[config.mk]
export PLATFORM = sky130hd
export DESIGN_NAME = except_ctrl
export DESIGN_NICKNAME = d
export VERILOG_FILES = /design/src/rtl/exc_pkg.sv /design/src/rtl/exc_priority_enc.sv /design/src/rtl/except_ctrl.sv
export SDC_FILE = /design/constraint.sdc
export NUM_CORES = 1
export LEC_CHECK = 0
export CAP_MARGIN = 20
export CORE_UTILIZATION = 39
export DETAILED_ROUTE_END_ITERATION = 12
export PLACE_DENSITY = 0.86
export SYNTH_ARGS = -nofsm -noshare
export SYNTH_HDL_FRONTEND = slang
export SYNTH_HIERARCHICAL = 1
export SYNTH_SLANG_ARGS = --single-unit
[constraint.sdc]
create_clock -name clk -period 5.85 [get_ports clk]
set_input_delay 1.17 -clock clk [delete_from_list [all_inputs] [get_ports clk]]
set_output_delay 1.17 -clock clk [all_outputs]
set_load 0.02 [all_outputs]
[src/rtl/exc_pkg.sv]
// Shared definitions for the exception controller: cause codes, the
// exception vector, FSM state encoding and interrupt-pending helper.
package exc_pkg;

    // MIPS32 ExcCode values written into Cause.ExcCode
    localparam logic [4:0] EXC_INT  = 5'h00;
    localparam logic [4:0] EXC_ADEL = 5'h04;
    localparam logic [4:0] EXC_ADES = 5'h05;
    localparam logic [4:0] EXC_SYS  = 5'h08;
    localparam logic [4:0] EXC_BP   = 5'h09;
    localparam logic [4:0] EXC_RI   = 5'h0A;
    localparam logic [4:0] EXC_OV   = 5'h0C;

    // General exception entry point (BEV=1 boot vector + 0x380)
    localparam logic [31:0] EXC_VECTOR = 32'hBFC0_0380;

    // Bit positions inside the raw exception vector from the pipeline
    localparam int EXC_VEC_W      = 6;
    localparam int EXB_ADEL_FETCH = 0;
    localparam int EXB_RI         = 1;
    localparam int EXB_SYS        = 2;
    localparam int EXB_BP         = 3;
    localparam int EXB_OV         = 4;
    localparam int EXB_ADDR_DATA  = 5;

    // Controller sequence: take event, flush pipeline, redirect fetch
    typedef enum logic [1:0] {
        IDLE     = 2'd0,
        FLUSH    = 2'd1,
        REDIRECT = 2'd2
    } exc_state_e;

    // What kind of event the current sequence is servicing
    typedef enum logic {
        EV_EXC  = 1'b0,
        EV_ERET = 1'b1
    } event_kind_e;

    // An interrupt is pending when an unmasked IP bit is set, interrupts
    // are globally enabled (IE) and we are not already at exception level.
    function automatic logic int_pending(input logic [7:0] cause_ip,
                                         input logic [7:0] status_im,
                                         input logic       status_ie,
                                         input logic       status_exl);
        return ((cause_ip & status_im) != 8'h00) && status_ie && !status_exl;
    endfunction

endpackage

[src/rtl/exc_priority_enc.sv]
// Combinational priority encoder: picks the single highest-priority
// exception among the interrupt and the raw pipeline exception flags.
module exc_priority_enc
    import exc_pkg::*;
(
    input  logic [EXC_VEC_W-1:0] i_exc_vec,
    input  logic                 i_int_pending,
    input  logic                 i_is_store,
    output logic                 o_valid,
    output logic [4:0]           o_code
);

    // Fixed priority: Int > AdEL-fetch > RI > Sys > Bp > Ov > data address
    always_comb begin
        // NOTE: every output gets a default first so no path leaves it unassigned (no latch).
        o_valid = 1'b1;
        o_code  = EXC_INT;
        if (i_int_pending) begin
            o_code = EXC_INT;
        end else if (i_exc_vec[EXB_ADEL_FETCH]) begin
            o_code = EXC_ADEL;
        end else if (i_exc_vec[EXB_RI]) begin
            o_code = EXC_RI;
        end else if (i_exc_vec[EXB_SYS]) begin
            o_code = EXC_SYS;
        end else if (i_exc_vec[EXB_BP]) begin
            o_code = EXC_BP;
        end else if (i_exc_vec[EXB_OV]) begin
            o_code = EXC_OV;
        end else if (i_exc_vec[EXB_ADDR_DATA]) begin
            o_code = i_is_store ? EXC_ADES : EXC_ADEL;
        end else begin
            o_valid = 1'b0;
        end
    end

endmodule

[src/rtl/except_ctrl.sv]
// Exception / ERET controller at the commit stage. Takes one event per
// sequence, strobes CP0, flushes the pipeline and redirects fetch.
// Optional build macro: EXCEPT_CTRL_INT_SYNC_EN adds a 2-flop synchronizer
// on the external interrupt lines feeding CP0.
module except_ctrl
    import exc_pkg::*;
(
    input  logic        clk,
    input  logic        reset,
    input  logic        i_commit_valid,
    input  logic [31:0] i_commit_pc,
    input  logic        i_commit_in_delay_slot,
    input  logic [5:0]  i_exc_vec,
    input  logic        i_exc_is_store,
    input  logic        i_commit_eret,
    input  logic [5:0]  i_int,
    input  logic        i_timer_int,
    input  logic [31:0] i_status_reg,
    input  logic [31:0] i_cause_reg,
    input  logic [31:0] i_epc_reg,
    input  logic        i_fetch_ready,
    output logic [5:0]  o_cp0_int,
    output logic        o_except_we,
    output logic [4:0]  o_except_cause,
    output logic [31:0] o_current_pc,
    output logic        o_is_in_delay_slot,
    output logic        o_is_eret,
    output logic        o_flush,
    output logic        o_redirect_valid,
    output logic [31:0] o_redirect_pc
);

    // ------------------------------------------------------------------
    // Interrupt lines towards CP0 Cause.IP[7:2]
    // ------------------------------------------------------------------
    logic [5:0] int_src;

`ifdef EXCEPT_CTRL_INT_SYNC_EN
    logic [5:0] int_meta_q;
    logic [5:0] int_sync_q;

    // Two-stage synchronizer for asynchronous external interrupt pins
    always_ff @(posedge clk) begin
        if (reset) begin
            int_meta_q <= '0;
            int_sync_q <= '0;
        end else begin
            // NOTE: state registers use non-blocking assignment so every flop samples pre-edge values.
            int_meta_q <= i_int;
            int_sync_q <= int_meta_q;
        end
    end

    assign int_src = int_sync_q;
`else
    assign int_src = i_int;
`endif

    // The timer shares the top hardware interrupt line, as in MIPS32 CP0
    assign o_cp0_int = {int_src[5] | i_timer_int, int_src[4:0]};

    // ------------------------------------------------------------------
    // Event detection
    // ------------------------------------------------------------------
    logic       irq_pending;
    logic       exc_valid;
    logic [4:0] exc_code;
    logic       unused_cp0_bits;

    assign irq_pending = int_pending(i_cause_reg[15:8], i_status_reg[15:8],
                                     i_status_reg[0], i_status_reg[1]);

    // Only IP/IM/IE/EXL matter here; the remaining CP0 bits are ignored
    assign unused_cp0_bits = ^{i_cause_reg[31:16], i_cause_reg[7:0],
                               i_status_reg[31:16], i_status_reg[7:2]};

    exc_priority_enc u_prio (
        .i_exc_vec     (i_exc_vec),
        .i_int_pending (irq_pending),
        .i_is_store    (i_exc_is_store),
        .o_valid       (exc_valid),
        .o_code        (exc_code)
    );

    // ------------------------------------------------------------------
    // Sequence state and captured event data
    // ------------------------------------------------------------------
    exc_state_e  state_q,  state_d;
    event_kind_e kind_q,   kind_d;
    logic [4:0]  cause_q,  cause_d;
    logic [31:0] pc_q,     pc_d;
    logic        ds_q,     ds_d;
    logic [31:0] target_q, target_d;

    // State register and event capture; synchronous reset abandons any sequence
    always_ff @(posedge clk) begin
        if (reset) begin
            state_q  <= IDLE;
            kind_q   <= EV_EXC;
            cause_q  <= '0;
            pc_q     <= '0;
            ds_q     <= 1'b0;
            target_q <= '0;
        end else begin
            state_q  <= state_d;
            kind_q   <= kind_d;
            cause_q  <= cause_d;
            pc_q     <= pc_d;
            ds_q     <= ds_d;
            target_q <= target_d;
        end
    end

    // Next-state, capture and output decode for the IDLE/FLUSH/REDIRECT sequence
    always_comb begin
        state_d            = state_q;
        kind_d             = kind_q;
        cause_d            = cause_q;
        pc_d               = pc_q;
        ds_d               = ds_q;
        target_d           = target_q;
        o_except_we        = 1'b0;
        o_is_eret          = 1'b0;
        o_flush            = 1'b0;
        o_redirect_valid   = 1'b0;
        o_except_cause     = cause_q;
        o_current_pc       = pc_q;
        o_is_in_delay_slot = ds_q;
        o_redirect_pc      = target_q;

        unique case (state_q)
            IDLE: begin
                if (i_commit_valid) begin
                    if (exc_valid) begin
                        // Exceptions win over a simultaneous ERET
                        kind_d   = EV_EXC;
                        cause_d  = exc_code;
                        pc_d     = i_commit_pc;
                        ds_d     = i_commit_in_delay_slot;
                        target_d = EXC_VECTOR;
                        state_d  = FLUSH;
                    end else if (i_commit_eret) begin
                        kind_d   = EV_ERET;
                        target_d = i_epc_reg;
                        state_d  = FLUSH;
                    end
                end
            end
            FLUSH: begin
                o_flush     = 1'b1;
                o_except_we = (kind_q == EV_EXC);
                o_is_eret   = (kind_q == EV_ERET);
                state_d     = REDIRECT;
            end
            REDIRECT: begin
                o_flush          = 1'b1;
                o_redirect_valid = 1'b1;
                if (i_fetch_ready) begin
                    state_d = IDLE;
                end
            end
            default: begin
                state_d = IDLE;
            end
        endcase

        // Outputs are quiet for the whole reset window, not only after the first edge
        if (reset) begin
            o_except_we        = 1'b0;
            o_is_eret          = 1'b0;
            o_flush            = 1'b0;
            o_redirect_valid   = 1'b0;
            o_except_cause     = '0;
            o_current_pc       = '0;
            o_is_in_delay_slot = 1'b0;
            o_redirect_pc      = '0;
        end
    end

endmodule

==> impl_metrics.tcl <==
set metrics [dict create \
    finalSetupViolations 0 \
    grt-ovfl-total 0 \
    start_kind "input pin" \
    syn_nets 589 \
    outcome "completed" \
    start_util_pct 39.9 \
    ff_latch_area_um2 1460 \
    io_pins 228 \
    path_delay_family "buffers and inverters" \
    critPathKind "input pin to output port" \
    clkTransAtPathRegs_ps 70 \
    hold_viol_final 0 \
    cts_root_buffer "clkbuf_8" \
    path_cells "buf_4 > buf_12 > nor2b_1 > clkdlybuf4s50_1" \
    whs_ps 450 \
    wl_per_cell_um 12.7 \
    fillers 742 \
    stdcell_area_um2 5290 \
    die_area_um2 9260 \
    ys_async_sr_fraction_pct 0 \
    place_congestion 0.725 \
    cpPeakStageDelay_ps 570 \
    fmax_mhz 251 \
    nets 735 \
    finClkSkew_ps 7.74 \
    synthFlopType "dfxtp_1" \
    startpoint "reset" \
    postPlaceCellArea_um2 5110 \
    dr.pass1.iters 4 \
    diodes 0 \
    fp-row-count 34 \
    drcViolationCount 0 \
    coreArea_um2 8680 \
    fin_crit_sh_pct 68.1 \
    area_growth_pct 52.8 \
    antenna_found_initial 0 \
    track_usage_pct 18.7 \
    power_uw 1160 \
    io_buffers 171 \
    cts_hold_buffers 0 \
    synth_top_area_share_pct 42.2 \
    grt_pass1_wl_mm 13.6 \
    syn_area_um2 3460 \
    grt_max_degree 81 \
    final_layout_size_suffix_gt1_share_pct 5.44 \
    power_leakage_uw 0.00187 \
    peakVddDrop_v 0.000143 \
    post_cts_buffers 0 \
    avgSynthCellArea_um2 7.93 \
    cts.htree.levels 3 \
    ant_nets 0 \
    cp_slowest_cell "clkdlybuf4s50_1" \
    cp_num_buf_inv 3 \
    critPathRequiredTime_ps 4680 \
    die_h_um 96.3 \
    cts-resized-gates 0 \
    rsz0062_at_grt "no" \
    die_x_um 96.3 \
    yosysSeqAreaShare_pct 42.2 \
    vias 3358 \
    wl_mm 8.81 \
    vias_per_cell 4.82 \
    ys_warn_count 6 \
    power.density_nw_per_um2 218 \
    path_max_fanout 80 \
    final_max_slew_viol_count 0 \
    tns_ps 0 \
    reg2reg_from "state_q[0]" \
    synth_area_leaders "dfxtp_1 (42%), nor2b_1 (13%), nand2_1 (11%), a21oi_1 (7.4%), nand3b_1 (4.3%)" \
    dpl.hpwl_mm 6.31 \
    cp.arrival_ps 2810 \
    synth_edf_count 0 \
    slew_headroom_pct 41.4 \
    drv_cap 0 \
    hp-start "target_q[20]" \
    cp-end-kind "output port" \
    min_path_type "register to register" \
    synth_cells 437 \
    grt_pass1_vias 3087 \
    tightest_slew_ps 875 \
    insertion_delay_ps 330 \
    yosys_register_bits 73 \
    min_period_ps 3980 \
    cts_tree "built" \
    drtIter0Drc 101 \
    cts_max_path_buffers 2 \
    yosysTopAreaCell "dfxtp_1" \
    cts_num_sinks 73 \
    multi_input_area_um2 1750 \
    cts_buffers 9 \
    synth.distinct_cells 34 \
]
-- cell families after synthesis --
logic type               synth area share, %
buffers and inverters                   7.33
other                                  0.108
flip-flops                              42.2
multiplexers                           0.289
AO/OA/AOI/OAI                           12.6
AND/OR/NAND/NOR                         36.0
adder cells (fa/ha/maj)                 1.44
-- where the power goes --
part	switching [uW]	internal [uW]	leakage, uW
logic	128	133	0.00119
registers	13.3	527	0.000598
clock network	188	168	0.0000822
total	328	828	0.00187
-- worst paths after layout --
path,endpoint,slack [ps],cells after the start
max,o_redirect_valid,1870,4
min,target_q[20],450,2
max reg2reg,state_q[0],4150,5
min reg2reg,target_q[20],450,2
-- metal layers --
layer / track usage, % / wire length [um]
met1: 20.8 / 3600
met5: 0 / 0
met3: 6.56 / 709
met4: 6.59 / 97
met2: 33.0 / 4400
-- cell type report --
class / count / area share (%)
Timing Repair Buffer: 175 / 33.1
Multi-Input combinational cell: 320 / 33.0
Sequential cell: 73 / 27.6
Clock buffer: 11 / 2.67
Clock inverter: 5 / 0.756
Inverter: 4 / 0.284
Tap cell: 108 / 2.55
-- flip-flops by register name (all words and copies together), names as in the netlist --
signal,count
pc_q,32
target_q,32
cause_q,5
state_q,2
ds_q,1
kind_q,1
-- worst min-delay path, delay by kind of cell (launching register included) --
kind | cells | cell delay, ps
AO/OA/AOI/OAI | 1 | 50
flip-flops | 1 | 310
AND/OR/NAND/NOR | 1 | 50
-- cells in the final DEF (no fill, tap or decap) --
cell type        synthesis  layout
a22o_1                   1       1
buf_4                   13       4
clkinv_4                 0       1
and3b_1                  2       2
and3_4                   1       1
dfxtp_1                 73      73
conb_1                   1       1
clkbuf_8                 0      10
nand2_1                 97      97
nor3_1                  27      27
ha_1                     4       4
a311oi_1                 1       1
or2_2                    1       1
o21a_1                   1       1
nor2b_1                 73      73
mux2i_1                  1       1
o211ai_4                 1       1
o211a_4                  1       1
inv_6                    0       1
o21ai_0                  2       2
nand3_1                  1       1
buf_12                   0       1
nor4_1                   2       2
clkbuf_1                19       1
a21oi_2                  8       8
o31ai_1                  1       1
clkdlybuf4s50_1          0     170
a22oi_1                  2       2
nand3b_1                20      20
clkinvlp_4               0       3
or3_1                    2       2
nor2_1                  13      13
nand2b_1                 2       2
a21oi_1                 51      51
inv_1                    4       4
a221oi_1                 1       1
nor3b_1                  2       2
a211oi_1                 1       1
-- stage by stage --
stage          setup WS, ps  utilization (%)  std cells
3_5_place_dp           1900             58.9        680
5_1_grt                1770             61.0        696
3_3_place_gp           1920             58.9        680
4_1_cts                1890             61.0        696
2_1_floorplan          2650                -        437
6_report               1870             61.0        696
-- cell usage after synthesis, drive strengths merged (2+ instances only) --
master and count:
nand2 97, dfxtp 73, nor2b 73, a21oi 59, nor3 27, buf 21, nand3b 20, clkbuf 19
nor2 13, ha 4, inv 4, a22oi 2, and3b 2, nand2b 2, nor3b 2, nor4 2
o21ai 2, or3 2
(Power assumes the default switching activity.)
